[src/rtl/conv_pkg.sv]
// Shared types and width/offset helpers for the spike event serializer and its consumers.
package conv_pkg;

  typedef enum logic [1:0] {
    IDLE   = 2'd0,
    SPIKES = 2'd1,
    MARK   = 2'd2
  } serializer_state_t;

  // Pooled coordinates drop one bit relative to the producer coordinate.
  function automatic int unsigned coord_w(input int unsigned bits_per_coordinate);
    return bits_per_coordinate - 1;
  endfunction

  function automatic int unsigned chan_w(input int unsigned out_channels);
    return (out_channels <= 2) ? 1 : $clog2(out_channels);
  endfunction

  function automatic int unsigned in_width(input int unsigned cw, input int unsigned out_channels);
    return 2 * cw + out_channels + 1;
  endfunction

  function automatic int unsigned out_width(input int unsigned cw, input int unsigned ch_w);
    return 1 + 2 * cw + ch_w;
  endfunction

  // Out-event field offsets (LSB positions), MSB->LSB: marker, x, y, ch.
  function automatic int unsigned out_ch_lsb();
    return 0;
  endfunction

  function automatic int unsigned out_y_lsb(input int unsigned ch_w);
    return ch_w;
  endfunction

  function automatic int unsigned out_x_lsb(input int unsigned cw, input int unsigned ch_w);
    return ch_w + cw;
  endfunction

  function automatic int unsigned out_marker_bit(input int unsigned cw, input int unsigned ch_w);
    return ch_w + 2 * cw;
  endfunction

endpackage

[src/rtl/lowest_set_bit_encoder.sv]
// Combinational priority encoder: index of the lowest set bit of mask, plus an any-set flag.
module lowest_set_bit_encoder
  import conv_pkg::*;
#(
  parameter  int unsigned WIDTH = 8,
  localparam int unsigned IDX_W = chan_w(WIDTH)
) (
  input  logic [WIDTH-1:0] mask,
  output logic [IDX_W-1:0] index,
  output logic             any
);

  // Scan high to low so the lowest set bit is the last one written.
  always_comb begin
    index = '0;
    for (int i = int'(WIDTH) - 1; i >= 0; i--) begin
      if (mask[i]) begin
        index = IDX_W'(i);
      end
    end
    any = |mask;
  end

endmodule

[src/rtl/spike_event_serializer.sv]
// Buffers pooled spike vectors and serializes them into per-channel address events plus
// timestep markers. Defining SPIKE_SERIALIZER_COUNT_EN adds a per-timestep event counter port.
module spike_event_serializer
  import conv_pkg::*;
#(
  parameter  int unsigned BITS_PER_COORDINATE = 8,
  parameter  int unsigned OUT_CHANNELS        = 8,
  parameter  int unsigned FIFO_DEPTH          = 16,
  localparam int unsigned CW                  = coord_w(BITS_PER_COORDINATE),
  localparam int unsigned CH_W                = chan_w(OUT_CHANNELS),
  localparam int unsigned IN_W                = in_width(CW, OUT_CHANNELS),
  localparam int unsigned OUT_W               = out_width(CW, CH_W)
) (
  input  logic             clk,
  input  logic             reset,
  input  logic [IN_W-1:0]  in_data,
  input  logic             in_write_enable,
  output logic             in_full_next,
  output logic [OUT_W-1:0] out_data,
  output logic             out_valid,
  input  logic             out_ready,
  output logic             overflow
`ifdef SPIKE_SERIALIZER_COUNT_EN
  ,
  output logic [31:0]      event_count
`endif
);

  localparam int unsigned AW = $clog2(FIFO_DEPTH);
  localparam int unsigned PW = AW + 1;

  // ---------------- input FIFO (show-ahead, wrap-bit pointers) ----------------
  logic [IN_W-1:0] mem_q [FIFO_DEPTH];
  logic [PW-1:0]   wr_ptr_q, wr_ptr_d;
  logic [PW-1:0]   rd_ptr_q, rd_ptr_d;
  logic [PW-1:0]   count_c, count_d;
  logic            full_c, empty_c, push_c, pop_c;
  logic            in_full_next_q, overflow_q;

  assign count_c  = wr_ptr_q - rd_ptr_q;
  assign full_c   = (count_c == PW'(FIFO_DEPTH));
  assign empty_c  = (count_c == '0);
  assign push_c   = in_write_enable && !full_c;
  assign wr_ptr_d = wr_ptr_q + PW'(push_c);
  assign rd_ptr_d = rd_ptr_q + PW'(pop_c);
  assign count_d  = wr_ptr_d - rd_ptr_d;

  always_ff @(posedge clk) begin
    if (push_c) begin
      mem_q[wr_ptr_q[AW-1:0]] <= in_data;
    end
  end

  // Full flag leaves one slot of slack for a producer that reacts a cycle late.
  always_ff @(posedge clk) begin
    if (reset) begin
      wr_ptr_q       <= '0;
      rd_ptr_q       <= '0;
      in_full_next_q <= 1'b0;
      overflow_q     <= 1'b0;
    end else begin
      wr_ptr_q       <= wr_ptr_d;
      rd_ptr_q       <= rd_ptr_d;
      in_full_next_q <= (count_d >= PW'(FIFO_DEPTH - 1));
      overflow_q     <= overflow_q || (in_write_enable && full_c);
    end
  end

  // ---------------- head word decode ----------------
  logic [IN_W-1:0]         head_c;
  logic                    head_ts_c;
  logic [CW-1:0]           head_x_c, head_y_c;
  logic [OUT_CHANNELS-1:0] head_spikes_c;

  assign head_c        = mem_q[rd_ptr_q[AW-1:0]];
  assign head_ts_c     = head_c[IN_W-1];
  assign head_x_c      = head_c[OUT_CHANNELS+CW +: CW];
  assign head_y_c      = head_c[OUT_CHANNELS +: CW];
  assign head_spikes_c = head_c[0 +: OUT_CHANNELS];

  // ---------------- work register and serializer FSM ----------------
  serializer_state_t       state_q, state_d;
  logic [CW-1:0]           x_q, x_d, y_q, y_d;
  logic [OUT_CHANNELS-1:0] rem_q, rem_d, rem_clr_c;
  logic [OUT_W-1:0]        out_data_q, out_data_d;
  logic                    out_valid_q;
  logic [CH_W-1:0]         ch_q, idx_clr_c, idx_head_c;
  logic                    any_clr_c, any_head_c, accept_c, load_c;

  assign ch_q      = out_data_q[CH_W-1:0];
  assign rem_clr_c = rem_q & ~(OUT_CHANNELS'(1) << ch_q);
  assign accept_c  = out_valid_q && out_ready;

  // Remaining channels after the current beat: next ch and the last-bit test.
  lowest_set_bit_encoder #(
    .WIDTH (OUT_CHANNELS)
  ) u_enc_rem (
    .mask  (rem_clr_c),
    .index (idx_clr_c),
    .any   (any_clr_c)
  );

  lowest_set_bit_encoder #(
    .WIDTH (OUT_CHANNELS)
  ) u_enc_head (
    .mask  (head_spikes_c),
    .index (idx_head_c),
    .any   (any_head_c)
  );

  always_comb begin
    state_d    = state_q;
    x_d        = x_q;
    y_d        = y_q;
    rem_d      = rem_q;
    out_data_d = out_data_q;
    load_c     = 1'b0;
    pop_c      = 1'b0;

    unique case (state_q)
      IDLE: load_c = 1'b1;
      SPIKES: begin
        if (accept_c) begin
          if (any_clr_c) begin
            rem_d      = rem_clr_c;
            out_data_d = {1'b0, x_q, y_q, idx_clr_c};
          end else begin
            load_c = 1'b1;
          end
        end
      end
      MARK: load_c = accept_c;
      default: state_d = IDLE;
    endcase

    // Load pops the head; an all-zero vector is dropped and leaves the block idle for a cycle.
    if (load_c) begin
      state_d    = IDLE;
      x_d        = '0;
      y_d        = '0;
      rem_d      = '0;
      out_data_d = '0;
      if (!empty_c) begin
        pop_c = 1'b1;
        if (head_ts_c) begin
          state_d    = MARK;
          out_data_d = {1'b1, {(OUT_W-1){1'b0}}};
        end else if (any_head_c) begin
          state_d    = SPIKES;
          x_d        = head_x_c;
          y_d        = head_y_c;
          rem_d      = head_spikes_c;
          out_data_d = {1'b0, head_x_c, head_y_c, idx_head_c};
        end
      end
    end
  end

  always_ff @(posedge clk) begin
    if (reset) begin
      state_q     <= IDLE;
      x_q         <= '0;
      y_q         <= '0;
      rem_q       <= '0;
      out_data_q  <= '0;
      out_valid_q <= 1'b0;
    end else begin
      state_q     <= state_d;
      x_q         <= x_d;
      y_q         <= y_d;
      rem_q       <= rem_d;
      out_data_q  <= out_data_d;
      out_valid_q <= (state_d != IDLE);
    end
  end

`ifdef SPIKE_SERIALIZER_COUNT_EN
  // Per-timestep count of accepted spike events; a marker restarts it.
  logic [31:0] event_count_q;

  always_ff @(posedge clk) begin
    if (reset) begin
      event_count_q <= '0;
    end else if (accept_c) begin
      if (state_q == MARK) begin
        event_count_q <= '0;
      end else if (event_count_q != '1) begin
        event_count_q <= event_count_q + 32'd1;
      end
    end
  end

  assign event_count = event_count_q;
`endif

  assign in_full_next = in_full_next_q;
  assign overflow     = overflow_q;
  assign out_data     = out_data_q;
  assign out_valid    = out_valid_q;

endmodule

[config.mk]
export PLATFORM = sky130hd
export DESIGN_NAME = spike_event_serializer
export DESIGN_NICKNAME = d
export VERILOG_FILES = /design/src/rtl/conv_pkg.sv /design/src/rtl/lowest_set_bit_encoder.sv /design/src/rtl/spike_event_serializer.sv
export SDC_FILE = /design/constraint.sdc
export NUM_CORES = 1
export LEC_CHECK = 0
export CAP_MARGIN = 10
export CORE_MARGIN = 5
export CORE_UTILIZATION = 38
export DETAILED_ROUTE_END_ITERATION = 7
export SLEW_MARGIN = 20
export SYNTH_ARGS = -nofsm -noshare
export SYNTH_HDL_FRONTEND = slang
export SYNTH_HIERARCHICAL = 1
export SYNTH_SLANG_ARGS = --single-unit
export TNS_END_PERCENT = 1
[constraint.sdc]
create_clock -name clk -period 7.7 [get_ports clk]
set_input_delay 1.155 -clock clk [delete_from_list [all_inputs] [get_ports clk]]
set_output_delay 1.155 -clock clk [all_outputs]
set_load 0.01 [all_outputs]
==> results by group, run 1 <==
Detailed routing
  – DRC viols: 0
  – Vias per inst: 5.36
  – DRT iter0 DRCs: 747
  – WL final: 37400 um
  – Routed Antenna Nets: 0
  – Vias: 8749
  – Avg WL per Cell: 22.9 um
  – First-pass DRT Iterations: 5

STA
  – Setup Viol. Count Final: 0
  – Worst Skew: 13.6 ps
  – Maximum clock rate: 0.219 GHz
  – Sum Neg Setup Slack: 0 ps
  – Final slew viol count: 0
  – RSZ-0062 raised after global routing: false
  – Fin crit share: 0.594
  – Slew @ Worst Pin: 1040 ps
  – Rel. slew slack: 0.305
  – Minimum clock period: 4570 ps
  – Final-report hold violation count: 0

Worst setup path
  – Worst reg-to-reg setup slack: 3130 ps
  – CP endpoint: out_data[7]
  – Worst EP arrival: 4980 ps
  – Setup CP Type: reg -> reg
  – Setup crit end kind: register
  – Max Fanout on Critical Path: 50
  – Worst path required time: 8110 ps
  – RR Endpoint: out_data[7]
  – Reg2Reg Depth: 12
  – Worst Setup SP: rd_ptr_q[0]
  – Startpoint class of the critical path: register
  – RR Startpoint: rd_ptr_q[0]

Placed design
  – Final weighted congestion in routability-driven placement: 0.767
  – Detail Placement HPWL: 21200 um
  – Dpl cell area: 18100 sq um
  – PortBufs: 47

Run status
  – Status: completed

Logic synthesis
  – Post-synth top cells: edfxtp_1, mux4_2, nor2_1, dfxtp_1, mux2i_1
  – Synthesized area: 16800 sq um
  – Share of the synthesized area in the top cell type: 0.659
  – Post-synthesis sequential area ratio: 0.725
  – Syn Area/Cell: 17.8 sq um
  – Area contributors post-synth: edfxtp_1, mux4_2, dfxtp_1
  – Syn_nets: 980
  – Async SR Flop Fraction: 0
  – Number of synthesized register bits: 423
  – Top-count cell post-synth: edfxtp_1
  – Area leader, netlist: edfxtp_1
  – Yosys warning total: 6
  – Top FF cell, synth: edfxtp_1
  – Number of flops mapped to enable cells by yosys: 368
  – Mapped Cells: 941
  – Distinct cells, synth: 55

Floorplanning
  – Starting Density: 0.382
  – Die Y: 220 um
  – Row count: 77
  – Die area: 48400 sq um
  – Io pins: 48
  – Core box area: 43900 sq um
  – DIE WIDTH: 220 um

CTS
  – CTS root buf: clkbuf_16
  – Clock transition at the registers of the reported paths: 60 ps
  – Postcts setup bufs: 0
  – Post-CTS sizing: 0
  – TritonCTS Sinks: 423
  – Worst skew pair latency: 560 ps
  – CTS Buffer Depth: 3
  – Hold buffers post-CTS: 0
  – H-tree depth: 2
  – CTS tree: done
  – CTS Buf Count: 43

GRT
  – Pin count of the biggest net entering global routing: 68
  – Initial antenna violation count: 2
  – Global route total overflow: 0
  – Vias in the first global route: 8817
  – GRT Overall Usage: 0.156
  – Global-route wire length before repair: 56400 um

Power and ir drop
  – Worst vdd ir: 0.168 mV
  – PwrDens: 331 nW/um^2
  – Leakage: 6.18 nW

Flow run
  – Max-capacitance violation count: 0

Hold path
  – Hold Crit Class: reg -> reg

Final layout
  – Final Cell Area: 19400 sq um
  – Syn-to-layout area delta: 15.9%
  – Filler cell count in the final layout: 3819
  – Fraction of layout cells with a size suffix above 1: 0.204
  – Nets: 1049
  – N_diodes: 0
[layout by cell type (no fill, tap or decap), drive strengths merged, types with 28 or more instances in the layout]
master / n
buf: 31
mux4: 73
mux2i: 52
nor2: 60
clkdlybuf4s50: 46
o21ai: 28
dfxtp: 55
a22oi: 28
edfxtp: 368
nand2: 38
clkbuf: 58
[cell type report]
class,count,area [sq um],area share
clock buffers,58,1200,0.0616
clock inverters,18,116,0.00599
inverters,19,71.3,0.00367
multi-input cells,446,4430,0.228
flip-flops and latches,423,12200,0.626
well taps,592,741,0.0381
repair buffers,77,724,0.0373
[stage by stage]
step | hold slack, ps | std cells | utilization | power, W | setup slack [ps]
3_3_place_gp | 466 | 1554 | 0.411 | 0.00448 | 3140
3_5_place_dp | 467 | 1556 | 0.412 | 0.00453 | 3070
6_report | 477 | 1633 | 0.442 | 0.00644 | 3130
2_1_floorplan | 449 | 941 | - | 0.00401 | 2390
5_1_grt | 513 | 1633 | 0.442 | 0.00678 | 2720
4_1_cts | 476 | 1632 | 0.442 | 0.00649 | 3040
[worst max-delay path, cell delays in order, from the launching register on]
cell      delay, ps
dfxtp_4        1040
buf_4           700
mux4_2          590
mux4_2          570
nor4_2          330
nand3_1         140
nand2_1         100
o22a_1          190
nor3_4           70
buf_8           190
buf_6           150
a22oi_1         220
a211oi_2        100
[report_power, final]
| group | leakage, nW | switching, W | total [W] | internal [W] |
|---|---|---|---|---|
| logic | 1.76 | 0.000967 | 0.00175 | 0.000781 |
| clock network | 0.646 | 0.000833 | 0.00195 | 0.00112 |
| registers | 3.78 | 0.000125 | 0.00274 | 0.00262 |
| total | 6.18 | 0.00192 | 0.00644 | 0.00452 |
[sequential cells by signal, summed over array words and instances, names as in the netlist, 2 cells and up]
| name | count |
|---|---|
| wr_ptr_q | 5 |
| y_q | 7 |
| mem_q | 368 |
| rd_ptr_q | 5 |
| state_q | 2 |
| out_data | 18 |
| x_q | 7 |
| rem_q | 8 |
[worst min path at each step]
stage          startpoint        to  slack, ps  cells after the start
2_1_floorplan    rem_q[7]  rem_q[7]        450                      2
3_3_place_gp     rem_q[7]  rem_q[7]        470                      2
3_5_place_dp     overflow  overflow        470                      2
4_1_cts          rem_q[7]  rem_q[7]        480                      2
5_1_grt          rem_q[7]  rem_q[7]        510                      2
6_report         rem_q[7]  rem_q[7]        480                      2
[cells by family after synthesis]
family / share of synthesized area
xor gates and xnor gates: 0.00821
AOI/OAI and AO/OA: 0.0670
buffers and inverters: 0.0186
DFF: 0.725
adders and majority gates: 0.00940
muxes: 0.130
and+or+nand+nor: 0.0419
[metal layers]
metal  vias up  track usage  wire length (um)
met5         -            0                31
met1      4509        0.224             17100
li1       3932            -                 -
met4         4       0.0478               887
met3        60       0.0319              2110
met2       244        0.243             17300
Note: power is estimated with default switching activity, not from simulation.
==> run 2: changes to the inputs <==
==> constraint.sdc (replaced) <==
create_clock -name clk -period 4.35 [get_ports clk]
set_input_delay 0.6525 -clock clk [delete_from_list [all_inputs] [get_ports clk]]
set_output_delay 0.6525 -clock clk [all_outputs]
set_load 0.01 [all_outputs]
==> run 2 against run 1 <==
  * Via count decreased by 0.66%
  * Non-clock buffer count grew 6
  * Die area did not move
==> results by group, run 2 (same netlist as run 1, synthesis figures left out) <==
GRT
  – Global-route wire length before repair: 56500 um (+0.17%)
  – Global route total overflow: 0 (unchanged)
  – GRT Overall Usage: 0.156 (-0.000220)
  – Vias in the first global route: 8900 (+0.94%)
  – Initial antenna violation count: 1 (-1)
  – Pin count of the biggest net entering global routing: 72 (+5.9%)

Detailed routing
  – WL final: 37500 um (+0.32%)
  – Avg WL per Cell: 22.9 um (about the same)
  – Met2 WL: 18000 um (+4.1%)
  – DRT iter0 DRCs: 821 (+9.9%)
  – Routed Antenna Nets: 0 (unchanged)
  – Met3 Wirelength: 1810 um (-14%)
  – WL met1: 16700 um (-2.0%)
  – First-pass DRT Iterations: 5 (unchanged)
  – Vias: 8691 (-0.66%)
  – DRC viols: 0 (unchanged)
  – Vias per inst: 5.30 (-1.0%)
  – Top routing layer used: met5

Final layout
  – Post-Route Utilization: 0.443 (+0.000513)
  – Syn-to-layout area delta: 16.0%
  – Nets: 1055 (+0.57%)
  – Final Cell Area: 19500 sq um (+0.12%)
  – Most common cell after layout, fill and taps aside: edfxtp_1
  – N_diodes: 0 (unchanged)
  – Max reg flops: 368 (unchanged)
  – Fraction of layout cells with a size suffix above 1: 0.202 (-0.00212)
  – Most frequent cells in the layout: edfxtp_1, mux4_2, nor2_1, dfxtp_1, mux2i_1

Power and ir drop
  – Leakage: 6.18 nW (about the same)
  – PwrDens: 579 nW/um^2 (+75%)
  – Worst vdd ir: 0.295 mV (+76%)

Worst setup path
  – Worst EP arrival: 4170 ps (-810 ps)
  – Setup crit end kind: register
  – Worst path required time: 4740 ps (-3370 ps)
  – Setup CP Type: reg -> reg
  – CP peak stage delay: 700 ps (-340 ps)
  – Max Fanout on Critical Path: 15 (-70%)
  – Crit-path slowest cell: dfxtp_1
  – Startpoint class of the critical path: register
  – Worst-path cell chain: ha_1 > a21oi_1 > nand4_1 > a211oi_1 > nor2_1 > ha_1 > ha_1 > fa_1 > inv_1 > o21ai_0 > o21ai_0 > a21oi_1 > xnor2_1 > a21oi_1

STA
  – Slew @ Worst Pin: 1010 ps (-30.2 ps)
  – Final-report hold violation count: 0 (unchanged)
  – Fin crit share: 0.869 (+0.275)
  – Rel. slew slack: 0.323 (+0.0176)
  – Setup Viol. Count Final: 0 (unchanged)
  – Minimum clock period: 3780 ps (-793 ps)
  – RSZ-0062 raised after global routing: false
  – Worst Skew: 7.59 ps (-5.97 ps)
  – Maximum clock rate: 0.265 GHz (+21%)
  – Sum Neg Setup Slack: 0 ps (unchanged)
  – Final slew viol count: 0 (unchanged)

CTS
  – CTS Buffer Depth: 3 (unchanged)
  – CTS root buf: clkbuf_16
  – Postcts setup bufs: 0 (unchanged)
  – Worst skew pair latency: 540 ps (-20 ps)
  – Post-CTS sizing: 0 (unchanged)
  – H-tree depth: 2 (unchanged)
  – TritonCTS Sinks: 423 (unchanged)
  – CTS tree: done
  – Hold buffers post-CTS: 0 (unchanged)
  – Clock transition at the registers of the reported paths: 60 ps (about the same)
  – CTS Buf Count: 43 (unchanged)

Run status
  – Status: completed

Floorplanning
  – Io pins: 48 (unchanged)
  – Row count: 77 (unchanged)
  – Core box area: 43900 sq um (unchanged)
  – Die area: 48400 sq um (unchanged)
  – DIE WIDTH: 220 um (unchanged)
  – Die Y: 220 um (unchanged)
  – Starting Density: 0.382 (unchanged)

Hold path
  – Hold Crit Class: reg -> reg

Placed design
  – Dpl cell area: 18200 sq um (+0.51%)
  – Detail Placement HPWL: 21000 um (-1.2%)
  – Final weighted congestion in routability-driven placement: 0.783 (+2.1%)
  – PortBufs: 47 (unchanged)

Flow run
  – Max-capacitance violation count: 0 (unchanged)
==> run 2: metal layers <==
layer	vias up	global-route usage
li1	3936	-
met1	4469	0.217
met2	216	0.254
met3	68	0.0265
met4	2	0.0454
met5	-	0
==> run 2: final timing paths <==
kind / start / endpoint / slack (ps) / depth (start not counted)
setup / recovery: wr_ptr_q[2] / in_full_next / 570 / 14
hold / removal: rem_q[7] / rem_q[7] / 480 / 2
setup reg to reg: wr_ptr_q[2] / in_full_next / 570 / 14
hold reg to reg: rem_q[7] / rem_q[7] / 480 / 2
==> run 2: area by class of cell <==
class | count | area (sq um)
Sequential cell | 423 | 12200
Fill cell | 3855 | 24500
Inverter | 19 | 71.3
Clock buffer | 57 | 1160
Timing Repair Buffer | 83 | 801
Multi-Input combinational cell | 446 | 4410
Clock inverter | 19 | 113
Tap cell | 592 | 741
==> run 2: worst max-delay path: cells and delay by family (launching register included) <==
| family | cells | cell delay, ps |
|---|---|---|
| and+or+nand+nor | 2 | 240 |
| buffers and inverters | 1 | 70 |
| xor gates and xnor gates | 1 | 160 |
| AOI/OAI and AO/OA | 6 | 1120 |
| adders and majority gates | 4 | 1360 |
| DFF | 1 | 700 |
==> run 2: metrics by stage <==
stage / cells / hold WS, ps / setup slack, ps / total power [W]
after global routing: 1639 / 503 / 244 / 0.0118
after floorplan: 941 / 449 / -959 / 0.00709
after CTS: 1639 / 479 / 579 / 0.0114
after detailed placement: 1563 / 470 / 581 / 0.00799
after global placement: 1563 / 469 / 664 / 0.00796
final: 1639 / 476 / 571 / 0.0113
==> run 2: power by group <==
group	leakage [nW]	switching [W]	internal, W	total (W)
combinational	1.78	0.00176	0.00136	0.00313
sequential	3.78	0.000138	0.00463	0.00477
clock	0.620	0.00145	0.00192	0.00337
